**src/rtl/muldiv_pkg.sv**
```systemverilog
// rtl/muldiv_pkg.sv - shared state encoding and ALU opcode constants for the mul/div unit
package muldiv_pkg;

    // FSM state encoding
    typedef enum logic [1:0] {
        IDLE = 2'd0,
        CALC = 2'd1,
        DONE = 2'd2
    } state_t;

    // ALU opcodes shared by decode and the ALU result mux
    localparam logic [3:0] ALU_MULT = 4'b1000;
    localparam logic [3:0] ALU_DIV  = 4'b1001;
    localparam logic [3:0] ALU_MFLO = 4'b1010;
    localparam logic [3:0] ALU_MFHI = 4'b1011;

endpackage

```
**src/rtl/muldiv_signfix.sv**
```systemverilog
// rtl/muldiv_signfix.sv - conditional two's-complement negate for operand magnitudes and results
module muldiv_signfix #(
    parameter int W = 32
) (
    input  logic [W-1:0] value,
    input  logic         neg,
    output logic [W-1:0] result
);

    // Negate when requested, otherwise pass through
    always_comb begin
        result = neg ? (~value + W'(1)) : value;
    end

endmodule

```
**src/rtl/muldiv_unit.sv**
```systemverilog
// rtl/muldiv_unit.sv - iterative shift-add multiply / restoring divide owning HI/LO (MTHI/MTLO via MULDIV_MTHI_MTLO_EN)
module muldiv_unit #(
    parameter int WIDTH = 32,
    parameter int CNT_W = 6
) (
    input  logic             clk,
    input  logic             rst,
    input  logic             start,
    input  logic             is_div,
    input  logic             Unsigned,
    input  logic [WIDTH-1:0] A,
    input  logic [WIDTH-1:0] B,
    input  logic             wr_hi,
    input  logic             wr_lo,
    input  logic [WIDTH-1:0] wdata,
    output logic             busy,
    output logic             done,
    output logic             div_zero,
    output logic [WIDTH-1:0] hi,
    output logic [WIDTH-1:0] lo
);

    import muldiv_pkg::*;

    state_t             state;
    logic [CNT_W-1:0]   count;
    // Multiply: {partial product, remaining multiplier}; divide: {remainder, dividend/quotient}
    logic [2*WIDTH-1:0] acc;
    // Multiplicand magnitude or divisor magnitude
    logic [WIDTH-1:0]   opnd;
    logic               op_div;
    logic               neg_q;
    logic               neg_r;

    logic               a_neg;
    logic               b_neg;
    logic [WIDTH-1:0]   mag_a;
    logic [WIDTH-1:0]   mag_b;

    logic [WIDTH:0]     mul_sum;
    logic [2*WIDTH-1:0] mul_next;
    logic [WIDTH:0]     div_trial;
    logic [2*WIDTH-1:0] div_next;
    logic [2*WIDTH-1:0] step_next;

    logic [2*WIDTH-1:0] prod_fix;
    logic [WIDTH-1:0]   quo_fix;
    logic [WIDTH-1:0]   rem_fix;

`ifndef MULDIV_MTHI_MTLO_EN
    // MTHI/MTLO ports are kept for interface stability but have no effect here
    logic unused_ok;
    assign unused_ok = ^{wr_hi, wr_lo, wdata};
`endif

    // Operand signs only matter for signed ops
    always_comb begin
        a_neg = ~Unsigned & A[WIDTH-1];
        b_neg = ~Unsigned & B[WIDTH-1];
    end

    muldiv_signfix #(.W(WIDTH)) u_mag_a (.value(A), .neg(a_neg), .result(mag_a));
    muldiv_signfix #(.W(WIDTH)) u_mag_b (.value(B), .neg(b_neg), .result(mag_b));

    // One shift-add or restoring-divide step from the current working registers
    always_comb begin
        mul_sum   = {1'b0, acc[2*WIDTH-1:WIDTH]} + (acc[0] ? {1'b0, opnd} : (WIDTH+1)'(0));
        mul_next  = {mul_sum, acc[WIDTH-1:1]};
        div_trial = {acc[2*WIDTH-1:WIDTH], acc[WIDTH-1]} - {1'b0, opnd};
        if (!div_trial[WIDTH]) begin
            div_next = {div_trial[WIDTH-1:0], acc[WIDTH-2:0], 1'b1};
        end else begin
            div_next = {acc[2*WIDTH-2:0], 1'b0};
        end
        step_next = op_div ? div_next : mul_next;
    end

    // Sign correction is applied to the final step so the result lands on the last CALC edge
    muldiv_signfix #(.W(2*WIDTH)) u_fix_prod (.value(mul_next), .neg(neg_q), .result(prod_fix));
    muldiv_signfix #(.W(WIDTH)) u_fix_quo (.value(div_next[WIDTH-1:0]), .neg(neg_q), .result(quo_fix));
    muldiv_signfix #(.W(WIDTH)) u_fix_rem (.value(div_next[2*WIDTH-1:WIDTH]), .neg(neg_r), .result(rem_fix));

    // Control FSM, working registers and HI/LO
    always_ff @(posedge clk) begin
        if (rst) begin
            state    <= IDLE;
            count    <= '0;
            acc      <= '0;
            opnd     <= '0;
            op_div   <= 1'b0;
            neg_q    <= 1'b0;
            neg_r    <= 1'b0;
            busy     <= 1'b0;
            done     <= 1'b0;
            div_zero <= 1'b0;
            hi       <= '0;
            lo       <= '0;
        end else begin
            case (state)
                IDLE: begin
                    done <= 1'b0;
                    if (start) begin
                        op_div <= is_div;
                        neg_q  <= a_neg ^ b_neg;
                        neg_r  <= a_neg;
                        acc    <= {{WIDTH{1'b0}}, mag_a};
                        opnd   <= mag_b;
                        count  <= '0;
                        busy   <= 1'b1;
                        if (is_div && (B == '0)) begin
                            // Divide by zero skips iteration: all-ones quotient, dividend as remainder
                            state    <= DONE;
                            done     <= 1'b1;
                            div_zero <= 1'b1;
                            lo       <= '1;
                            hi       <= A;
                        end else begin
                            state    <= CALC;
                            div_zero <= 1'b0;
                        end
                    end
`ifdef MULDIV_MTHI_MTLO_EN
                    else begin
                        if (wr_hi) hi <= wdata;
                        if (wr_lo) lo <= wdata;
                    end
`endif
                end
                CALC: begin
                    acc   <= step_next;
                    count <= count + CNT_W'(1);
                    if (count == CNT_W'(WIDTH-1)) begin
                        state <= DONE;
                        done  <= 1'b1;
                        if (op_div) begin
                            hi <= rem_fix;
                            lo <= quo_fix;
                        end else begin
                            {hi, lo} <= prod_fix;
                        end
                    end
                end
                DONE: begin
                    state <= IDLE;
                    busy  <= 1'b0;
                    done  <= 1'b0;
                end
                default: begin
                    state <= IDLE;
                    busy  <= 1'b0;
                    done  <= 1'b0;
                end
            endcase
        end
    end

endmodule

```
**config.mk**
```make
export PLATFORM = sky130hd
export DESIGN_NAME = muldiv_unit
export DESIGN_NICKNAME = d
export VERILOG_FILES = /design/src/rtl/muldiv_pkg.sv /design/src/rtl/muldiv_signfix.sv /design/src/rtl/muldiv_unit.sv
export SDC_FILE = /design/constraint.sdc
export NUM_CORES = 1
export LEC_CHECK = 0
export CORE_ASPECT_RATIO = 1.1
export CORE_MARGIN = 2
export CORE_UTILIZATION = 35
export CTS_CLUSTER_DIAMETER = 120
export DETAILED_ROUTE_END_ITERATION = 8
export HOLD_SLACK_MARGIN = 0.05
export PLACE_DENSITY = 0.63
export SLEW_MARGIN = 20
export SYNTH_ARGS = -nofsm -noshare
export SYNTH_HDL_FRONTEND = slang
export SYNTH_SLANG_ARGS = --single-unit
```
**constraint.sdc**
```tcl
create_clock -name clk -period 9.8 [get_ports clk]
set_clock_uncertainty 0.15 [all_clocks]
set_input_delay 0.98 -clock clk [delete_from_list [all_inputs] [get_ports clk]]
set_output_delay 0.98 -clock clk [all_outputs]
set_load 0.05 [all_outputs]
```
==> results of run 1 <==
[flip-flops by register name, summed over array words and instances (netlist names)]
name      flops
acc          64
busy          1
count         6
div_zero      1
done          1
hi           32
lo           32
neg_q         1
neg_r         1
op_div        1
opnd         32
state         2
[worst paths after layout]
kind                               start  endpoint  cells after the start
worst max-delay path             acc[31]    hi[30]                     23
worst min-delay path            div_zero  div_zero                      2
worst max register to register   acc[31]    hi[30]                     23
worst min register to register  div_zero  div_zero                      2
[stage by stage]
| stage | hold WS (ps) | worst slack [ps] |
|---|---|---|
| 2_1_floorplan | 298 | 3970 |
| 3_3_place_gp | 296 | 2560 |
| 3_5_place_dp | 298 | 2470 |
| 4_1_cts | 310 | 2430 |
| 5_1_grt | 326 | 1860 |
| 6_report | 307 | 2330 |
[worst reg2reg max path, cell delays in order (launching register included)]
cell	delay [ps]
dfxtp_1	550
inv_1	140
ha_1	270
inv_1	80
fa_1	230
nand3_1	90
a211oi_1	390
o211ai_1	270
a2111oi_0	840
or3_1	420
and2_2	530
inv_2	70
buf_4	270
a21oi_1	310
ha_1	290
nand2_1	100
a211o_1	320
nor4_1	660
and4_1	310
o21ai_1	160
o41ai_1	490
xnor2_1	180
nand2_1	80
a311oi_1	210
[power by group through the flow]
stage	combinational, mW	clock, mW	sequential (mW)
2_1_floorplan	0.617	0	0.769
3_3_place_gp	0.789	0	0.803
3_5_place_dp	0.800	0	0.805
4_1_cts	0.803	0.848	0.788
5_1_grt	0.895	0.875	0.795
6_report	0.817	0.836	0.789
[cell usage in the layout (no fill, tap or decap), types with 14 or more instances in the layout]
| cell | instances |
|---|---|
| a311oi_1 | 28 |
| and2_1 | 20 |
| xnor2_1 | 102 |
| nand2_1 | 217 |
| xor2_1 | 85 |
| clkbuf_16 | 17 |
| clkdlybuf4s50_1 | 134 |
| o21ai_0 | 147 |
| or4_1 | 17 |
| nand3_1 | 38 |
| ha_1 | 70 |
| o211ai_1 | 34 |
| or3_1 | 39 |
| o21a_1 | 15 |
| nor3_1 | 81 |
| mux2i_1 | 55 |
| dfxtp_1 | 172 |
| a21o_1 | 30 |
| buf_4 | 19 |
| o31ai_1 | 27 |
| nand4_1 | 21 |
| a21oi_1 | 211 |
| nor2_1 | 368 |
| a31oi_1 | 14 |
| nor4_1 | 25 |
| inv_1 | 62 |
| a211oi_1 | 121 |
| o41ai_1 | 14 |
[per-layer routing]
layer  track usage  part of all wire  up-vias
met3        0.0293             0.063       78
li1              -                 -     8838
met4        0.0757             0.026        0
met1         0.307              0.45     8488
met5             0                 0        -
met2         0.381              0.47      653
[cell families after synthesis]
| group | count (synthesis) |
|---|---|
| AOI/OAI and AO/OA | 766 |
| DFF | 174 |
| muxes | 61 |
| xor gates and xnor gates | 187 |
| and+or+nand+nor | 919 |
| buffers and inverters | 254 |
| adders and majority gates | 72 |
[synth_stat cells (all sizes together) (9+ instances only)]
master	count
o41ai	14
nor2b	12
nor4	27
nor3	82
or3	42
buf	32
mux2i	55
a311oi	28
a21oi	212
dfxtp	174
a31oi	14
nand3	39
or2	10
xnor2	102
nor2	369
a22oi	10
ha	70
nand2	217
o31ai	28
xor2	85
a2111oi	9
o211ai	34
and3	12
or4	21
nand2b	13
and2	22
clkbuf	158
a211oi	121
nand4	23
o21a	15
a21o	31
inv	63
o21ai	156
[area by class of cell]
class	count	area share
Multi-Input combinational cell	2005	0.651
Tap cell	652	0.0423
Inverter	64	0.0125
Sequential cell	174	0.181
Clock buffer	18	0.0228
Timing Repair Buffer	154	0.0775
Clock inverter	14	0.0130
==> metrics.txt, run 1 <==
run status=finished clean; FF/Latch Area=3490 um2; critical path class=reg2reg; area fraction in compound gates after synthesis=0.292; cell family with most CP delay=compound AO/OA/AOI/OAI gates; multi-input combinational cell area=12600 um2; CP cell instances=inv_1 > ha_1 > inv_1 > fa_1 > nand3_1 > a211oi_1 > o211ai_1 > a2111oi_0 > or3_1 > and2_2 > inv_2 > buf_4 > a21oi_1 > ha_1 > nand2_1 > a211o_1 > nor4_1 > and4_1 > o21ai_1 > o41ai_1 > xnor2_1 > nand2_1 > a311oi_1; via count=18100; Core Region=48700 um2; ANT nets after route=0; worst-case clock buffer depth=2; Comb power frac=0.334; Tmin final=7470 ps; largest net degree at the start of global routing=127; Rows=85; Post-Synth Simple-Gate Area=0.252; Sw Ratio=0.377; sequential share of power=0.323; sequential-to-total area share from yosys stat=0.203; RSZ-0062 raised after global routing=no; post-cts resize count=0; CTS Buf Count=17; cell area after synthesis=17200 um2; Max Cap Viol=0; Post-CTS Setup Inserts=0; type of the tightest min-delay check=reg2reg; Die Ht=236 um; Post-synth EDFFs=0; critical path's slowest cell=a2111oi_0; Synth area leader=dfxtp_1; Final HPWL DP=44.9 mm; Clk network pwr share=0.342; Power per Cell Area=127 nW/um2; post-synth top area share=0.203; drt drc=0; Synth Area in Adders=0.0534; Synthesized Nets=2608; leakage power=7.02 nW; Synth Area in XOR/XNOR=0.0955; worst-margin pin slew=1100 ps; Synth Register Bits=174; final hold vios=0; drt first pass iters=5; Power Internal=1.52 mW; Fmax=0.134 GHz; final wirelength=59.8 mm; io pins=170; H-tree levels=4; Final nets=2591; share of layout cells above drive strength 1=0.0432; CTS tree=done; Hold Buf Count CTS=0; Setup violations, final=0; max incr delay on CP=840 ps; Cells after Synth=2433; n_diodes=0; Unique masters post-synth=98; fraction of registers with async set/reset=0; CP bufs+invs=4; Final period util=0.763; Root Buffer=clkbuf_16; initial antenna violation count=0; main area contributors after synthesis=dfxtp_1 20%, nor2_1 8.1%, a21oi_1 6.2%; placed insts=3049; Crit Path Max Fanout=32; Worst-Skew Late Latency=480 ps; first-pass GRT wire length=93.3 mm; Startpoint Class=flip-flop; post-DR wirelength/cell=19.4 um; grt ovf=0; worst ir drop on vdd=0.111 mV; vias in the first global route=16600; Relative slew margins=0.257; number of port buffers=135; Initial Util=0.352; WP data required=10040 ps; Avg Inst Size Synth=7.05 um2; Power Total=2.44 mW; Area Growth Syn to Fin=12.4%; setup TNS=0 ps; Worst R2R Setup Slack=2330 ps; Die X=215 um; Finished Layout Cells=3081; Final Max Tran Viols=0; GPL Wtd Cong=0.953; layout filler cell count=5239; Tot GR Track Use=0.230; Critical Path End Type=flip-flop; die area=50800 um2; initial drt markers=1564; Top FF cell, synth=dfxtp_1; Clock Sinks=174; mux cell area share after synthesis=0.0360; Final Util=0.396; clock-pin slew on the worst setup and hold paths=80 ps; Yosys warnings=0; Placed Area=18600 um2; Vias/cell=5.86; largest family of logic cells by synthesized area=compound AO/OA/AOI/OAI gates; Psw=922 uW; Critical Path AT=7710 ps; Final Cell Area=19300 um2
No activity file was read; power rests on OpenSTA's default activity.
==> inputs of run 2 (changes only) <==
==> constraint.sdc (replaced) <==
create_clock -name clk -period 7.3 [get_ports clk]
set_clock_uncertainty 0.15 [all_clocks]
set_input_delay 0.73 -clock clk [delete_from_list [all_inputs] [get_ports clk]]
set_output_delay 0.73 -clock clk [all_outputs]
set_load 0.05 [all_outputs]
==> run 2 against run 1 <==
  * Worst hold slack got worse by 1.2 ps
  * Largest power group is now combinational cells
  * Worst setup slack got worse by 1300 ps
  * Non-clock buffer count grew 13
  * Core utilization barely moved
  * Combinational power is 35% higher
  * Global-route usage is 0.34 points higher
  * Largest cell class unchanged
==> metrics.txt, run 2 (same netlist as run 1, synthesis figures left out) <==
largest net degree at the start of global routing=119; Hold Buf Count CTS=0; final wirelength=60.7 mm; RSZ-0062 raised after global routing=no; Final nets=2604; number of port buffers=135; Die X=215 um; Final HPWL DP=45.9 mm; worst ir drop on vdd=0.147 mV; post-DR wirelength/cell=19.6 um; final hold vios=0; max reg flops=64; CTS tree=done; Setup violations, final=0; post-cts resize count=0; Relative slew margins=0.267; critical path class=reg2reg; Most flops, register=acc; drt first pass iters=7; Rows=85; Crit Path Max Fanout=11; Final period util=0.865; most common cell after layout, fill and taps aside=nor2_1; WL met1=27.4 mm; vias in the first global route=16900; initial antenna violation count=1; WP data required=7540 ps; first-pass GRT wire length=94.5 mm; routed wl met2=28.1 mm; Final Util=0.396; Fmax=0.158 GHz; drt drc=0; H-tree levels=4; placed insts=3062; Critical Path End Type=flip-flop; Worst-Skew Late Latency=490 ps; CTS Buf Count=17; Finished Layout Cells=3094; Startpoint Class=flip-flop; top layer in use=met5; Area Growth Syn to Fin=12.3%; Root Buffer=clkbuf_16; Final Max Tran Viols=0; Clock Sinks=174; leakage power=7.03 nW; Power per Cell Area=162 nW/um2; CP cell instances=inv_1 > ha_1 > inv_1 > fa_1 > nand3_1 > a211oi_1 > o211ai_1 > buf_4 > a2111oi_0 > or3_1 > and2_2 > inv_2 > a21oi_1 > ha_1 > nand2_1 > a211o_1 > nor4_1 > buf_4 > and4_1 > o21ai_1 > o41ai_1 > xnor2_1 > nand2_1 > a311oi_1; Vias/cell=5.87; Max Cap Viol=0; Die Ht=236 um; Post-CTS Setup Inserts=0; Critical Path AT=6550 ps; die area=50800 um2; Tmin final=6320 ps; grt ovf=0; Reg2Reg Depth=24; critical path's slowest cell=a2111oi_0; type of the tightest min-delay check=reg2reg; Final Cell Area=19300 um2; run status=finished clean; max incr delay on CP=680 ps; clock-pin slew on the worst setup and hold paths=80 ps; Core Region=48700 um2; via count=18200; Placed Area=18700 um2; n_diodes=0; share of layout cells above drive strength 1=0.0475; most frequent cells in the layout=368 x nor2_1, 217 x nand2_1, 211 x a21oi_1, 172 x dfxtp_1, 147 x o21ai_0; setup TNS=0 ps; GPL Wtd Cong=0.899; io pins=170; worst hold path depth=2; worst-margin pin slew=1100 ps; worst-case clock buffer depth=2; initial drt markers=1645; ANT nets after route=0; Tot GR Track Use=0.233; Initial Util=0.352; met3 wire len=3.49 mm
[run 2: cell count changes in the layout (fill, tap and decap cells not counted)]
cell / change
clkbuf_1: +2
buf_4: +13
clkinv_2: -1
clkinv_4: +3
bufinv_16: -5
clkbuf_8: +1
[run 2: layout make-up]
class                           instances  area [um2]
Clock buffer                           21         460
Fill cell                            5201       29400
Clock inverter                         11         121
Multi-Input combinational cell       2005       12600
Inverter                               64         240
Timing Repair Buffer                  167        1590
Sequential cell                       174        3490
Tap cell                              652         816
[run 2: worst paths after layout]
kind,startpoint,endpoint,slack (ps)
max reg2reg,acc[31],hi[30],980
max,acc[31],hi[30],980
min,div_zero,div_zero,310
min reg2reg,div_zero,div_zero,310
[run 2: per-layer routing]
metal	track usage	vias to the layer above
met5	0	-
met1	0.310	8585
li1	-	8866
met2	0.391	639
met3	0.0264	71
met4	0.0788	2
[run 2: power breakdown]
group	internal (mW)	switching, mW
logic	0.399	0.705
clock network	0.498	0.460
registers	0.989	0.0749
total	1.89	1.24
[run 2: per-stage QoR]
| step | hold slack [ps] | worst slack (ps) | power (mW) |
|---|---|---|---|
| floorplan | 298 | 1470 | 1.86 |
| global placement | 296 | 1100 | 2.15 |
| detailed placement | 299 | 1080 | 2.17 |
| CTS | 312 | 1040 | 3.12 |
| global route | 331 | 408 | 3.29 |
| finish | 305 | 984 | 3.12 |
[run 2: critical path: cells and delay by family, from the launching register on]
family	cells	cell delay, ps
compound gates	8	2660
flops	1	580
buf+inv	5	630
xor+xnor	1	170
fa+ha+maj	3	780
simple gates	7	1240
==> inputs of run 3 (changes only) <==
--- a/config.mk
+++ b/config.mk
@@ -5,6 +5,7 @@
 export SDC_FILE = /design/constraint.sdc
 export NUM_CORES = 1
 export LEC_CHECK = 0
+export ABC_AREA = 1
 export CORE_ASPECT_RATIO = 1.1
 export CORE_MARGIN = 2
 export CORE_UTILIZATION = 35
==> run 3 against run 2 <==
  * Synthesized area increased by 3.4%
  * Global-route usage increased by 3.5 points
  * Worst hold slack got worse by 13 ps
  * Largest cell class unchanged
==> metrics.txt, run 3 <==
run status=finished clean; Area Growth Syn to Fin=13.6%; Max Cap Viol=0; most instantiated cells after synthesis=826 x nand2_1, 421 x inv_1, 328 x nor2_1; Die X=219 um; number of port buffers=135; via count=20700; fraction of registers with async set/reset=0; Final Max Tran Viols=0; most frequent cell after synthesis=nand2_1; critical path class=reg2reg; Setup violations, final=0; Synthesized Nets=3317; Rows=86; WP data required=7510 ps; Avg Inst Size Synth=5.65 um2; io pins=170; Final Util=0.402; vias in the first global route=19100; layout filler cell count=5643; drt drc=0; Critical Path End Type=flip-flop; Cells after Synth=3142; Root Buffer=clkbuf_16; sequential-to-total area share from yosys stat=0.196; ANT nets after route=0; type of the tightest min-delay check=reg2reg; Final nets=3364; Yosys warnings=0; Critical Path AT=4700 ps; Relative slew margins=0.242; largest net degree at the start of global routing=99; Crit Path Max Fanout=42; Die Ht=240 um; GPL Wtd Cong=1.00; Hold Buf Count CTS=0; Startpoint Class=flip-flop; share of layout cells above drive strength 1=0.0493; Post-CTS Setup Inserts=0; Tmin final=4480 ps; Final Cell Area=20200 um2; post-cts resize count=0; Final HPWL DP=54.6 mm; worst ir drop on vdd=0.154 mV; Unique masters post-synth=61; Tot GR Track Use=0.268; Fmax=0.223 GHz; Synth Register Bits=174; initial drt markers=1697; leakage power=9.44 nW; first-pass GRT wire length=108 mm; Vias/cell=5.36; H-tree levels=4; most common cell after layout, fill and taps aside=nand2_1; worst-margin pin slew=1140 ps; Final period util=0.614; Initial Util=0.354; Power per Cell Area=224 nW/um2; Placed Area=19600 um2; Core Region=50100 um2; n_diodes=0; Post-synth EDFFs=0; Most flops, register=acc; Synth area leader=dfxtp_1; clock-pin slew on the worst setup and hold paths=80 ps; final wirelength=70.0 mm; cell area after synthesis=17700 um2; RSZ-0062 raised after global routing=no; Clock Sinks=174; setup TNS=0 ps; initial antenna violation count=0; main area contributors after synthesis=dfxtp_1 20%, nand2_1 17%, inv_1 8.9%; grt ovf=0; Top FF cell, synth=dfxtp_1; CTS tree=done; final hold vios=0; CTS Buf Count=17; Worst-Skew Late Latency=530 ps; Fin Hold WS=292 ps; most frequent cells in the layout=825 x nand2_1, 420 x inv_1, 325 x nor2_1, 253 x a21oi_1, 240 x nand3_1; max reg flops=64; post-DR wirelength/cell=18.1 um; worst-case clock buffer depth=2; drt first pass iters=6; post-synth top area share=0.196; die area=52500 um2
[run 3: changes by cell type after synthesis, sizes merged, moves of 28 or more]
cell / previous run / this run
a21oi: 212 / 257
a211oi: 121 / 3
clkbuf: 158 / 105
a31oi: 14 / 50
o21ai: 156 / 249
nand2: 217 / 864
mux2i: 55 / 0
a311oi: 28 / 0
xor2: 85 / 30
xnor2: 102 / 21
inv: 63 / 436
nand3: 39 / 243
or3: 42 / 7
[run 3: final cells by class]
cell class | instances | area (um2) | area share
inverter | 439 | 1650 | 0.0819
clock inverter | 13 | 151 | 0.00751
sequential | 174 | 3490 | 0.173
timing repair buffer | 156 | 1500 | 0.0746
multi-input combinational | 2401 | 12100 | 0.600
clock buffer | 19 | 443 | 0.0220
tap | 660 | 826 | 0.0410
[run 3: logic make-up (layout without fill, tap and decap cells)]
family | Yosys count | in the layout | synth area share
compound gates | 693 | 693 | 0.223
fa+ha+maj | 72 | 72 | 0.0516
flops | 174 | 174 | 0.196
simple gates | 1585 | 1585 | 0.380
buf+inv | 567 | 627 | 0.123
xor+xnor | 51 | 51 | 0.0252
[run 3: metal layers]
metal	global-route usage	up-vias	share of wire
li1	-	10500	-
met1	0.334	9378	0.43
met2	0.453	728	0.47
met3	0.0368	126	0.058
met4	0.128	0	0.045
met5	0	-	0
[run 3: path summary, 6_finish.rpt]
kind                 start       end  slack (ps)  cells past startpoint
setup / recovery   acc[31]    hi[20]        2820                     25
setup reg to reg   acc[31]    hi[20]        2820                     25
hold reg to reg   count[4]  count[4]         290                      1
hold / removal    count[4]  count[4]         290                      1
[run 3: through the flow]
stage | cells | total power, mW | worst slack, ps
detailed placement | 3830 | 3.52 | 2780
global route | 3862 | 4.82 | 2530
floorplan | 3142 | 2.84 | 3900
global placement | 3830 | 3.51 | 2830
CTS | 3862 | 4.51 | 2910
finish | 3862 | 4.51 | 2820
[run 3: worst max-delay path: stages (launching register included)]
cell,delay (ps)
dfxtp_1,380
inv_1,160
ha_1,170
inv_1,120
fa_1,420
nand2_1,80
nand2_1,100
nand3_1,120
nand2_2,100
nand2_1,100
nand2_2,80
nand2_4,100
nand3_4,140
nand2_8,310
nand2_1,120
o21ai_2,120
ha_1,230
nand3_1,120
nor2_2,200
nand3_2,150
nand2_2,150
nand2_2,80
nand2_1,60
nand2_1,50
o21ai_1,320
a21oi_1,100
[run 3: report_power, final]
| group | total, mW | switching (mW) | leakage, nW | internal, mW |
|---|---|---|---|---|
| clock | 0.976 | 0.485 | 0.285 | 0.491 |
| sequential | 1.17 | 0.120 | 1.42 | 1.05 |
| combinational | 2.37 | 1.67 | 7.73 | 0.698 |
==> variant (flow settings as in run 3) <==
Re-encode `state_t` (3 states) as one-hot, 3 bits wide.
--- a/src/rtl/muldiv_pkg.sv
+++ b/src/rtl/muldiv_pkg.sv
@@ -4,6 +4,6 @@
     // FSM state encoding
-    typedef enum logic [1:0] {
-        IDLE = 2'd0,
-        CALC = 2'd1,
-        DONE = 2'd2
+    typedef enum logic [2:0] {
+        IDLE = 3'b001,
+        CALC = 3'b010,
+        DONE = 3'b100
     } state_t;
Formal check against the unedited RTL: no difference found for any inputs over 4 cycles, from zero or initial values and one cycle with rst high; so few cycles prove little.
==> variant against run 3 <==
First-iteration DRC count down 4.9%; routed wire length grew 2.6%; final area grew 0.17%; synthesized area rose by 0.83%; power decreased by 23%; sequential cell count is 1 higher; setup slack worse by 340 ps; critical path type unchanged; largest cell class unchanged; highest routed layer unchanged.
==> variant: results (changes against run 3) <==
fillcell total 5637 (-0.11%); run status completed; routed wire length 71.8 mm (+2.6%); Hold Crit Depth 2 (+1); Final clock-cell share 0.0271 (-0.00240); sequential share of the synthesized area 0.196 (-0.000488); largest net degree at the start of global routing 85 (-14%); first-pass GRT wire length 110 mm (+1.9%); M1 WL 30.3 mm (+0.91%); arrival time worst endpoint 5070 ps (+370 ps); Slew @ Worst Pin 1190 ps (+51.5 ps); inverters 428 (-2.5%); R2R Path End hi[18]; CP max-delay cell nand2_4; average cell area after synthesis 5.67 um^2 (+0.38%); met2 Track Usage GR 0.454 (+0.00115); CLK BUF 20 (+1); Multi-Input Combinational 2415 (+0.58%); DP Wirelength 56.1 mm (+2.9%); Max stage delay on crit path 460 ps (+40 ps); met3 Usage GRT 0.0343 (-0.00253); initial DRC count 1614 (-4.9%); worst hold start done; Synth area leaders dfxtp_1 (20%), nand2_1 (18%), inv_1 (8.7%); sequential portion of the cell area 0.174 (+0.000701); Worst VDD drop 0.163 mV (+5.8%); flop2flop setup slack 2480 ps (-340 ps); Layout non-clock buf frac 0.0746 (about the same); Hold Path Sink done; Leakage 0.00967 uW (+2.4%); vias in the first global route 19.2k (+0.40%); Overall Global Routing Usage 0.272 (+0.00490); Net Count, Synth 3331 (+0.42%)
[variant: changes by cell type in the layout (fill, tap and decap cells not counted), sizes merged, moves of 15 or more]
cell,before,now
a21oi,257,241
a31oi,50,34
nand2,864,892
nand3,243,226
nand4,29,50
o211ai,42,57
o22ai,23,3
xor2,30,45
[variant: stage by stage]
step | instances | util | total power (uW) | setup slack (ps)
floorplan | 3156 | - | 2110 | 3860
global placement | 3834 | 0.391 | 2550 | 2520
detailed placement | 3834 | 0.391 | 2550 | 2480
CTS | 3866 | 0.402 | 3480 | 2490
global route | 3866 | 0.402 | 3690 | 2130
finish | 3866 | 0.402 | 3480 | 2480
[variant: power by group]
part           internal [uW]  switching, uW
Clock                    452            477
Sequential              1020            111
Combinational            431            987
Total                   1910           1570
[variant: logic make-up after synthesis]
family / after synthesis / synth area share
simple gates: 1602 / 0.378
compound gates: 675 / 0.219
buf+inv: 566 / 0.123
flops: 175 / 0.196
fa+ha+maj: 72 / 0.0512
xor+xnor: 66 / 0.0323
